--- src/rtl/aclk_lcd_bus_if.sv ---
// aclk_lcd_bus_if: byte handshake from the display logic plus the HD44780 pin bundle
interface aclk_lcd_bus_if;
  logic [7:0] char_data;
  logic       char_cmd;
  logic       char_valid;
  logic       char_ready;
  logic       init_done;
  logic       lcd_rs;
  logic       lcd_rw;
  logic       lcd_en;
  logic [7:0] lcd_data;
  modport master (
    output char_data, char_cmd, char_valid,
    input  char_ready, init_done, lcd_rs, lcd_rw, lcd_en, lcd_data
  );
  modport slave (
    input  char_data, char_cmd, char_valid,
    output char_ready, init_done, lcd_rs, lcd_rw, lcd_en, lcd_data
  );
endinterface

--- src/rtl/aclk_lcd_bus_ctrl.sv ---
// aclk_lcd_bus_ctrl: write-only HD44780 bus sequencer with power-up wait and fixed init
module aclk_lcd_bus_ctrl #(
  parameter int PWRUP_CYC    = 750000,
  parameter int SETUP_CYC    = 2,
  parameter int EN_CYC       = 12,
  parameter int WAIT_CYC     = 2000,
  parameter int CLR_WAIT_CYC = 82000
) (
  input logic clk,
  input logic reset,
  aclk_lcd_bus_if.slave bus
);
  localparam int M0 = PWRUP_CYC > CLR_WAIT_CYC ? PWRUP_CYC : CLR_WAIT_CYC;
  localparam int M1 = WAIT_CYC > EN_CYC ? WAIT_CYC : EN_CYC;
  localparam int M2 = M1 > SETUP_CYC ? M1 : SETUP_CYC;
  localparam int MX = M0 > M2 ? M0 : M2;
  localparam int CW = $clog2(MX + 1);
  typedef enum logic [2:0] {PWRUP, SETUP, PULSE, HOLD, WAIT, IDLE} state_t;
  state_t st;
  logic [CW-1:0] cnt;
  logic [1:0] idx;
  logic done;
  logic clr;
  function automatic logic [7:0] rom(input logic [1:0] i);
    return i == 2'd0 ? 8'h38 : i == 2'd1 ? 8'h0C : i == 2'd2 ? 8'h06 : 8'h01;
  endfunction
  assign done = cnt == '0;
  // clear/home instructions need the long execution wait; RS/DB still hold the byte
  assign clr = !bus.lcd_rs && (bus.lcd_data == 8'h01 || bus.lcd_data == 8'h02);
  assign bus.lcd_rw = 1'b0;
  always_ff @(posedge clk)
    if (reset) begin
      st             <= PWRUP;
      cnt            <= CW'(PWRUP_CYC - 1);
      idx            <= '0;
      bus.lcd_en     <= 1'b0;
      bus.lcd_rs     <= 1'b0;
      bus.lcd_data   <= '0;
      bus.char_ready <= 1'b0;
      bus.init_done  <= 1'b0;
    end else begin
      if (!done) cnt <= cnt - 1'b1;
      case (st)
        PWRUP: if (done) begin
          st           <= SETUP;
          cnt          <= CW'(SETUP_CYC - 1);
          idx          <= '0;
          bus.lcd_rs   <= 1'b0;
          bus.lcd_data <= rom(2'd0);
        end
        SETUP: if (done) begin
          st         <= PULSE;
          cnt        <= CW'(EN_CYC - 1);
          bus.lcd_en <= 1'b1;
        end
        PULSE: if (done) begin
          st         <= HOLD;
          bus.lcd_en <= 1'b0;
        end
        HOLD: begin
          st  <= WAIT;
          cnt <= clr ? CW'(CLR_WAIT_CYC - 1) : CW'(WAIT_CYC - 1);
        end
        WAIT: if (done) begin
          if (bus.init_done || idx == 2'd3) begin
            st             <= IDLE;
            bus.char_ready <= 1'b1;
            bus.init_done  <= 1'b1;
          end else begin
            st           <= SETUP;
            cnt          <= CW'(SETUP_CYC - 1);
            idx          <= idx + 2'd1;
            bus.lcd_data <= rom(2'(idx + 2'd1));
          end
        end
        IDLE: if (bus.char_valid) begin
          st             <= SETUP;
          cnt            <= CW'(SETUP_CYC - 1);
          bus.char_ready <= 1'b0;
          bus.lcd_rs     <= !bus.char_cmd;
          bus.lcd_data   <= bus.char_data;
        end
        default: st <= PWRUP;
      endcase
    end
endmodule
--- src/flat_wrapper.sv ---
// flat-port wrapper written by rule: the top's interface ports become plain ports
module aclk_lcd_bus_ctrl_flat 
#(
  parameter int PWRUP_CYC    = 750000,
  parameter int SETUP_CYC    = 2,
  parameter int EN_CYC       = 12,
  parameter int WAIT_CYC     = 2000,
  parameter int CLR_WAIT_CYC = 82000
)
  (clk, reset, bus_char_data, bus_char_cmd, bus_char_valid, bus_char_ready, bus_init_done, bus_lcd_rs, bus_lcd_rw, bus_lcd_en, bus_lcd_data);
  aclk_lcd_bus_if bus_i ();
  input logic clk;
  input logic reset;
  input wire logic [$bits(bus_i.char_data)-1:0] bus_char_data;
  input wire logic [$bits(bus_i.char_cmd)-1:0] bus_char_cmd;
  input wire logic [$bits(bus_i.char_valid)-1:0] bus_char_valid;
  output wire logic [$bits(bus_i.char_ready)-1:0] bus_char_ready;
  output wire logic [$bits(bus_i.init_done)-1:0] bus_init_done;
  output wire logic [$bits(bus_i.lcd_rs)-1:0] bus_lcd_rs;
  output wire logic [$bits(bus_i.lcd_rw)-1:0] bus_lcd_rw;
  output wire logic [$bits(bus_i.lcd_en)-1:0] bus_lcd_en;
  output wire logic [$bits(bus_i.lcd_data)-1:0] bus_lcd_data;
  assign bus_i.char_data = bus_char_data;
  assign bus_i.char_cmd = bus_char_cmd;
  assign bus_i.char_valid = bus_char_valid;
  assign bus_char_ready = bus_i.char_ready;
  assign bus_init_done = bus_i.init_done;
  assign bus_lcd_rs = bus_i.lcd_rs;
  assign bus_lcd_rw = bus_i.lcd_rw;
  assign bus_lcd_en = bus_i.lcd_en;
  assign bus_lcd_data = bus_i.lcd_data;
  aclk_lcd_bus_ctrl #(.PWRUP_CYC(PWRUP_CYC), .SETUP_CYC(SETUP_CYC), .EN_CYC(EN_CYC), .WAIT_CYC(WAIT_CYC), .CLR_WAIT_CYC(CLR_WAIT_CYC)) u_core (.clk(clk), .reset(reset), .bus(bus_i));
endmodule
--- config.mk ---
export PLATFORM = sky130hd
export DESIGN_NAME = aclk_lcd_bus_ctrl_flat
export DESIGN_NICKNAME = d
export VERILOG_FILES = /design/src/rtl/aclk_lcd_bus_if.sv /design/src/rtl/aclk_lcd_bus_ctrl.sv /design/src/flat_wrapper.sv
export SDC_FILE = /design/constraint.sdc
export NUM_CORES = 1
export LEC_CHECK = 0
export ABC_CLOCK_PERIOD_IN_PS = 5100
export BUFFER_PORTS_ARGS = -buffer_cell sky130_fd_sc_hd__clkbuf_2
export CAP_MARGIN = 30
export CORE_MARGIN = 1.5
export CORE_UTILIZATION = 40
export CTS_CLUSTER_DIAMETER = 50
export DETAILED_ROUTE_END_ITERATION = 16
export MAX_ROUTING_LAYER = met4
export SLEW_MARGIN = 20
export SYNTH_ARGS = -nofsm -noshare
export SYNTH_HDL_FRONTEND = slang
export SYNTH_SLANG_ARGS = --single-unit
--- constraint.sdc ---
create_clock -name clk -period 5.1 [get_ports clk]
set_clock_uncertainty 0.15 [all_clocks]
set_input_delay 0.51 -clock clk [delete_from_list [all_inputs] [get_ports clk]]
set_output_delay 0.51 -clock clk [all_outputs]
set_load 0.05 [all_outputs]
==> metrics.md, run 1 <==
| Metric | Value |
|---|---|
| Hold Path Origin | `u_core.bus.lcd_data[7]$_SDFFE_PP0P_` |
| Inserted Diodes | `0` |
| Synth top area share | `0.345` |
| Vias in the first global route | `1854` |
| Worst R2R Path Depth | `7` |
| Fin crit period | `2.80 ns` |
| Reg2Reg Setup Slack | `2.30 ns` |
| Fill cells | `538` |
| Syn Nets | `275` |
| Synth async-reset ratio | `0` |
| FP Rows | `26` |
| Status | `complete, no violations` |
| Fin nets | `293` |
| Sink of the worst hold path | `u_core.bus.lcd_data[7]$_SDFFE_PP0P_` |
| Final Core Density | `0.467` |
| Gpl congestion | `0.854` |
| Synth Instances | `256` |
| Peak Freq | `358 MHz` |
| Layout cell share with drive strength beyond 1 | `0.153` |
| First-pass DRT Iterations | `5` |
| Hold Crit Depth | `2` |
| Fin crit share | `0.548` |
| IO Port Bufs | `23` |
| Initial Util | `0.418` |
| RSZ-0062 raised after global routing | `no` |
| Die height | `76.3 um` |
| Critical Path Source Type | `flop` |
| Area grow syn2layout | `11.6%` |
| Slew margin rel. | `0.426` |
| Clock buffer depth | `2` |
| Routed length per instance | `14.8 um` |
| WP data arrival | `2.87 ns` |
| Final global-route overflow total | `0` |
| Power density cells | `243 nW/um^2` |
| Worst r2r dst | `u_core.bus.lcd_data[0]$_SDFFE_PP0P_` |
| CTS HTree Levels | `2` |
| Mean Syn Cell Area | `8.40 sq um` |
| Maxcap violations | `0` |
| Clk pin slew, worst setup/hold paths | `0.07 ns` |
| GRT Util Overall | `0.195` |
| Drt via density | `5.50` |
| CP Class | `flop to flop` |
| Die ar. | `5820 sq um` |
| First-pass GRT wire length | `8930 um` |
| DR iter-0 viols | `118` |
| CTS hold repair buffers | `0` |
| # IOs | `25` |
| Post-synth EDFFs | `0` |
| Hold/Removal Path Class | `flop to flop` |
| Drt drc | `0` |
| Most common cell in the netlist | `dfxtp_1` |
| CP endpoint kind | `flop` |
| Leak | `0.821 nW` |
| RR Startpoint | `u_core.cnt[1]$_SDFF_PP1_` |
| Seq/Total Area, Yosys | `0.345` |
| Post-DRT Antenna Nets | `0` |
| Die W | `76.3 um` |
| Post-CTS Setup Inserts | `0` |
| Seq cells post-synth | `37` |
| Final slew viol count | `0` |
| Vias | `1899` |
| Power, Total | `0.583 mW` |
| Sink Count | `37` |
| Final TNS setup | `0 ns` |
| Synth top cells by count | `dfxtp_1, a21oi_1, nand2_1` |
| Hpwl dp | `3640 um` |
| Core ar. | `5140 sq um` |
| CP Max Fanout | `17` |
| Initial antenna violation count | `0` |
| CTS buffer count | `5` |
| Post-synth cell types | `48` |
| Main flop type after synthesis | `dfxtp_1` |
| Worst EP required | `5.17 ns` |
| Worst vdd ir | `0.122 mV` |
| Post-CTS sizing | `0` |
| CTS tree | `built` |
| Worst-margin pin slew | `0.859 ns` |
| Final hold violations | `0` |
| YS warnings | `0` |
| Largest net degree at the start of global routing | `25` |
| Later-pin clock latency in the skew report | `0.29 ns` |
| Ranking of synthesized cells by area | `dfxtp_1, a21oi_1, xnor2_1` |
| WL final | `5090 um` |
| Synthesized area | `2150 sq um` |
| Final number of setup-violating endpoints | `0` |
| Root buf cell | `clkbuf_8` |
| Synth area leader | `dfxtp_1` |
[metrics by stage]
| stage | worst slack [ns] | instances | hold slack, ns | area, sq um |
|---|---|---|---|---|
| after global routing | 2.05 | 345 | 0.341 | 2400 |
| after floorplan | 2.83 | 256 | 0.330 | 2150 |
| final | 2.30 | 345 | 0.323 | 2400 |
| after detailed placement | 2.36 | 337 | 0.314 | 2280 |
| after CTS | 2.34 | 345 | 0.325 | 2400 |
| after global placement | 2.38 | 337 | 0.313 | 2280 |
[worst max-delay path: stages, from the launching register on]
cell     delay, ns
dfxtp_1       0.36
inv_1         0.13
ha_1          0.17
nor4b_1       0.35
and4_1        0.67
a31oi_4       0.33
or3_1         0.43
a21oi_1       0.14
[where the power goes]
group,internal [mW],switching (mW)
registers,0.291,0.00385
logic,0.00788,0.0136
clock network,0.160,0.107
total,0.458,0.125
[cell type report]
type | instances | area (sq um) | area share
inverters | 10 | 37.5 | 0.0156
repair buffers | 23 | 115 | 0.0480
flip-flops and latches | 37 | 741 | 0.309
clock buffers | 7 | 86.3 | 0.0360
multi-input cells | 197 | 1300 | 0.543
well taps | 70 | 87.6 | 0.0365
clock inverters | 1 | 30.0 | 0.0125
[cells in the final DEF (no fill, tap or decap), drive strengths merged, types with 3 or more instances in the layout]
cell type	n
dfxtp	37
clkbuf	30
a21oi	25
nand2	22
o21ai	18
nor2	17
xnor2	12
or3	11
inv	10
nor3	10
nor4	9
ha	7
or4	6
nand2b	6
nand3	5
a31oi	5
a211oi	4
mux2i	4
or2	3
xor2	3
o22ai	3
o31ai	3
a21o	3
[metal layers]
layer  global-route usage  wire (um)  vias to the layer above
li1                     -          -                      963
met4               0.0630         60                        0
met1                0.250       2400                      894
met2                0.311       2440                       35
met5                    -          0                        -
met3               0.0359        191                        7
[sequential cells by signal (all words and copies together), names as in the netlist]
register	flops
u_core.bus.lcd_rs	1
u_core.bus.char_ready	1
u_core.st	3
u_core.cnt	20
u_core.idx	2
u_core.bus.lcd_en	1
u_core.bus.lcd_data	8
u_core.bus.init_done	1
[kinds of logic (layout without fill, tap and decap cells)]
group | after synthesis | after routing | synth area share
other cells | 1 | 1 | 0.00174
simple gates | 100 | 100 | 0.281
flops | 37 | 37 | 0.345
buf+inv | 22 | 41 | 0.0495
compound gates | 69 | 69 | 0.197
fa+ha+maj | 7 | 7 | 0.0407
mux | 5 | 5 | 0.0239
xor+xnor | 15 | 15 | 0.0611
[worst max-delay path by stage]
stage,startpoint,end,depth (start not counted)
after floorplan,u_core.cnt[1]$_SDFF_PP1_,u_core.cnt[0]$_SDFF_PP1_,11
after global routing,u_core.cnt[1]$_SDFF_PP1_,u_core.cnt[0]$_SDFF_PP1_,11
after CTS,u_core.cnt[1]$_SDFF_PP1_,u_core.bus.lcd_data[0]$_SDFFE_PP0P_,7
after global placement,u_core.cnt[1]$_SDFF_PP1_,u_core.bus.lcd_data[0]$_SDFFE_PP0P_,7
after detailed placement,u_core.cnt[1]$_SDFF_PP1_,u_core.bus.lcd_data[0]$_SDFFE_PP0P_,7
final,u_core.cnt[1]$_SDFF_PP1_,u_core.bus.lcd_data[0]$_SDFFE_PP0P_,7
Power figures use the tool's default switching activity.
==> inputs of run 2 (changes only) <==
--- a/config.mk
+++ b/config.mk
@@ -5,7 +5,7 @@
 export SDC_FILE = /design/constraint.sdc
 export NUM_CORES = 1
 export LEC_CHECK = 0
-export ABC_CLOCK_PERIOD_IN_PS = 5100
+export ABC_CLOCK_PERIOD_IN_PS = 2200
 export BUFFER_PORTS_ARGS = -buffer_cell sky130_fd_sc_hd__clkbuf_2
 export CAP_MARGIN = 30
 export CORE_MARGIN = 1.5
==> constraint.sdc (replaced) <==
create_clock -name clk -period 2.2 [get_ports clk]
set_clock_uncertainty 0.15 [all_clocks]
set_input_delay 0.22 -clock clk [delete_from_list [all_inputs] [get_ports clk]]
set_output_delay 0.22 -clock clk [all_outputs]
set_load 0.05 [all_outputs]
==> run 2 against run 1 <==
Against the previous run:
- sequential share of layout area down 3.1 points
- die area is the same
- critical path depth rose by 1
- design area rose by 11%
- hold slack worse by 0.28 ns
- register-to-register slack worse by 2.2 ns
- global-route usage up 1.3 points
- final cell count grew 9.3%
- critical path type unchanged
==> metrics.md, run 2 (synthesis gave the netlist of run 1 again) <==
| Metric | Value |
|---|---|
| DR iter-0 viols | `151 (+28%)` |
| Biggest regs | `u_core.cnt x20, u_core.bus.lcd_data x8, u_core.st x3` |
| RSZ-0062 raised after global routing | `yes` |
| GRT Util Overall | `0.208 (+0.0126)` |
| Biggest register | `u_core.cnt` |
| WP data arrival | `2.14 ns (-0.73 ns)` |
| Final TNS setup | `0 ns (unchanged)` |
| Final global-route overflow total | `0 (unchanged)` |
| Drt via density | `5.36 (-2.7%)` |
| Clock Power Share | `0.394 (-0.064)` |
| CP Class | `flop to flop` |
| CTS HTree Levels | `2 (unchanged)` |
| Area grow syn2layout | `24.4%` |
| CP Max Fanout | `5 (-12)` |
| Fin worst setup slack | `0.0947 ns (-2.21 ns)` |
| Worst vdd ir | `0.211 mV (+72%)` |
| Largest net degree at the start of global routing | `14 (-44%)` |
| Area after DPL | `2540 sq um (+11%)` |
| Comb power frac | `0.058 (+0.021)` |
| Power, Total | `1.24 mW (+110%)` |
| Post-DRT Antenna Nets | `0 (unchanged)` |
| Leak | `0.976 nW (+19%)` |
| FP Rows | `26 (unchanged)` |
| Gpl congestion | `0.875 (+2.5%)` |
| Final slew viol count | `0 (unchanged)` |
| Inserted Diodes | `0 (unchanged)` |
| Fin crit period | `2.11 ns (-0.691 ns)` |
| Met2 Usage GRT | `0.280 (-0.0304)` |
| Die ar. | `5820 sq um (unchanged)` |
| Routed length per instance | `14.5 um (-1.7%)` |
| CTS buffer count | `5 (unchanged)` |
| CP delay by family, top | `simple AND/OR/NAND/NOR gates` |
| Sink Count | `37 (unchanged)` |
| Critical Path Max Stage Delay | `0.32 ns (-0.35 ns)` |
| Pint | `0.953 mW (+110%)` |
| CP max stage cell | `dfxtp_2` |
| Met1 Use GR | `0.304 (+0.0538)` |
| Vias in the first global route | `1853 (-0.054%)` |
| CP bufs+invs | `2 (+1)` |
| WHS | `0.0421 ns (-0.281 ns)` |
| Grt peak-use layer | `met1` |
| Initial Util | `0.418 (unchanged)` |
| Die height | `76.3 um (unchanged)` |
| Peak Freq | `475 MHz (+33%)` |
| CTS tree | `built` |
| CP Cell Sequence | `inv_1, ha_1, nor4b_4, nand4_1, buf_4, nor3_1, mux2i_1, o21a_1` |
| First-pass DRT Iterations | `4 (-1)` |
| Vias | `2020 (+6.4%)` |
| Setup slack at placement | `-0.0215 ns (-2.38 ns)` |
| Post-route cell area | `2680 sq um (+11%)` |
| Part of the power in registers | `0.547 (+0.042)` |
| Core ar. | `5140 sq um (unchanged)` |
| Hold/Removal Path Class | `input port to flop` |
| Final number of setup-violating endpoints | `0 (unchanged)` |
| M3 GR Usage | `0.0443 (+0.00838)` |
| NetSw | `0.284 mW (+130%)` |
| Initial antenna violation count | `0 (unchanged)` |
| Root buf cell | `clkbuf_8` |
| Fin nets | `326 (+11%)` |
| Power density cells | `462 nW/um^2 (+90%)` |
| Final hold violations | `0 (unchanged)` |
| Drt drc | `0 (unchanged)` |
| Status | `complete, no violations` |
| Die W | `76.3 um (unchanged)` |
| CP endpoint kind | `flop` |
| CTS hold repair buffers | `0 (unchanged)` |
| Maxcap violations | `0 (unchanged)` |
| WL final | `5470 um (+7.4%)` |
| First-pass GRT wire length | `9340 um (+4.6%)` |
| Clk pin slew, worst setup/hold paths | `0.07 ns (about the same)` |
| Later-pin clock latency in the skew report | `0.29 ns (about the same)` |
| Sequential Area | `743 sq um (+0.34%)` |
| Fill cells | `511 (-5.0%)` |
| Critical Path Source Type | `flop` |
| Area of the multi-input gates | `1350 sq um (+3.9%)` |
| Clock buffer depth | `2 (unchanged)` |
| Fin crit share | `0.957 (+0.409)` |
| Layout cell share with drive strength beyond 1 | `0.270 (+0.118)` |
| Max reg flops | `20 (unchanged)` |
| Leading cell type in the layout, fill and taps excluded | `dfxtp_1` |
| # IOs | `25 (unchanged)` |
| IO Port Bufs | `23 (unchanged)` |
| Switching share of total power | `0.229 (+0.0154)` |
| Hpwl dp | `4160 um (+14%)` |
| Most frequent cells in the layout | `dfxtp_1, buf_4, a21oi_1` |
| Worst EP required | `2.24 ns (-2.93 ns)` |
run 2: cell count changes in the layout (fill, tap and decap cells not counted), moves of 2 or more:
cell	previous run	this run
nor4_2	0	2
nor4_1	6	4
buf_4	0	32
dfxtp_2	0	2
dfxtp_1	37	35
run 2: stage by stage:
stage               utilization  instances
floorplan                     -        256
global placement          0.494        369
detailed placement        0.494        369
CTS                       0.511        376
global route              0.520        377
finish                    0.520        377
run 2: what timing repair did:
action,CTS,global route
setup endpoints to repair,5,16
buffers inserted,0,1
pin swaps,0,5
gates resized for setup,1,10
run 2: cell type report:
type / count / share of cell area
timing repair buffer: 56 / 0.137
clock buffer: 7 / 0.0323
sequential: 37 / 0.278
inverter: 10 / 0.0140
multi-input combinational: 197 / 0.506
tap: 70 / 0.0327
run 2: worst register-to-register path, stage by stage, from the launching register on:
cell and delay [ns]:
dfxtp_2 0.32, inv_1 0.09, ha_1 0.17, nor4b_4 0.20
nand4_1 0.22, buf_4 0.23, nor3_1 0.31, mux2i_1 0.13
o21a_1 0.18
run 2: worst paths after layout:
path | startpoint | endpoint | slack, ns | depth (start not counted)
setup / recovery | u_core.cnt[1]$_SDFF_PP1_ | u_core.bus.lcd_en$_SDFFE_PP0P_ | 0.09 | 8
hold / removal | bus_char_cmd | u_core.bus.lcd_rs$_SDFFE_PP0P_ | 0.04 | 3
setup reg to reg | u_core.cnt[1]$_SDFF_PP1_ | u_core.bus.lcd_en$_SDFFE_PP0P_ | 0.09 | 8
hold reg to reg | u_core.bus.lcd_data[4]$_SDFFE_PP0P_ | u_core.bus.lcd_data[4]$_SDFFE_PP0P_ | 0.33 | 2
run 2: metal layers:
| layer | vias to the layer above | wire, um | part of all wire |
|---|---|---|---|
| met3 | 6 | 189 | 0.035 |
| met2 | 40 | 2340 | 0.43 |
| met1 | 943 | 2870 | 0.52 |
| li1 | 1031 | - | - |
| met5 | - | 0 | 0 |
| met4 | 0 | 70 | 0.013 |
run 2: power groups by stage:
stage               logic [mW]  registers [mW]  clock network [mW]
global route            0.0789           0.677               0.536
floorplan               0.0307           0.698                   0
detailed placement      0.0681           0.692                   0
global placement        0.0676           0.692                   0
finish                  0.0723           0.677               0.488
CTS                     0.0683           0.677               0.504
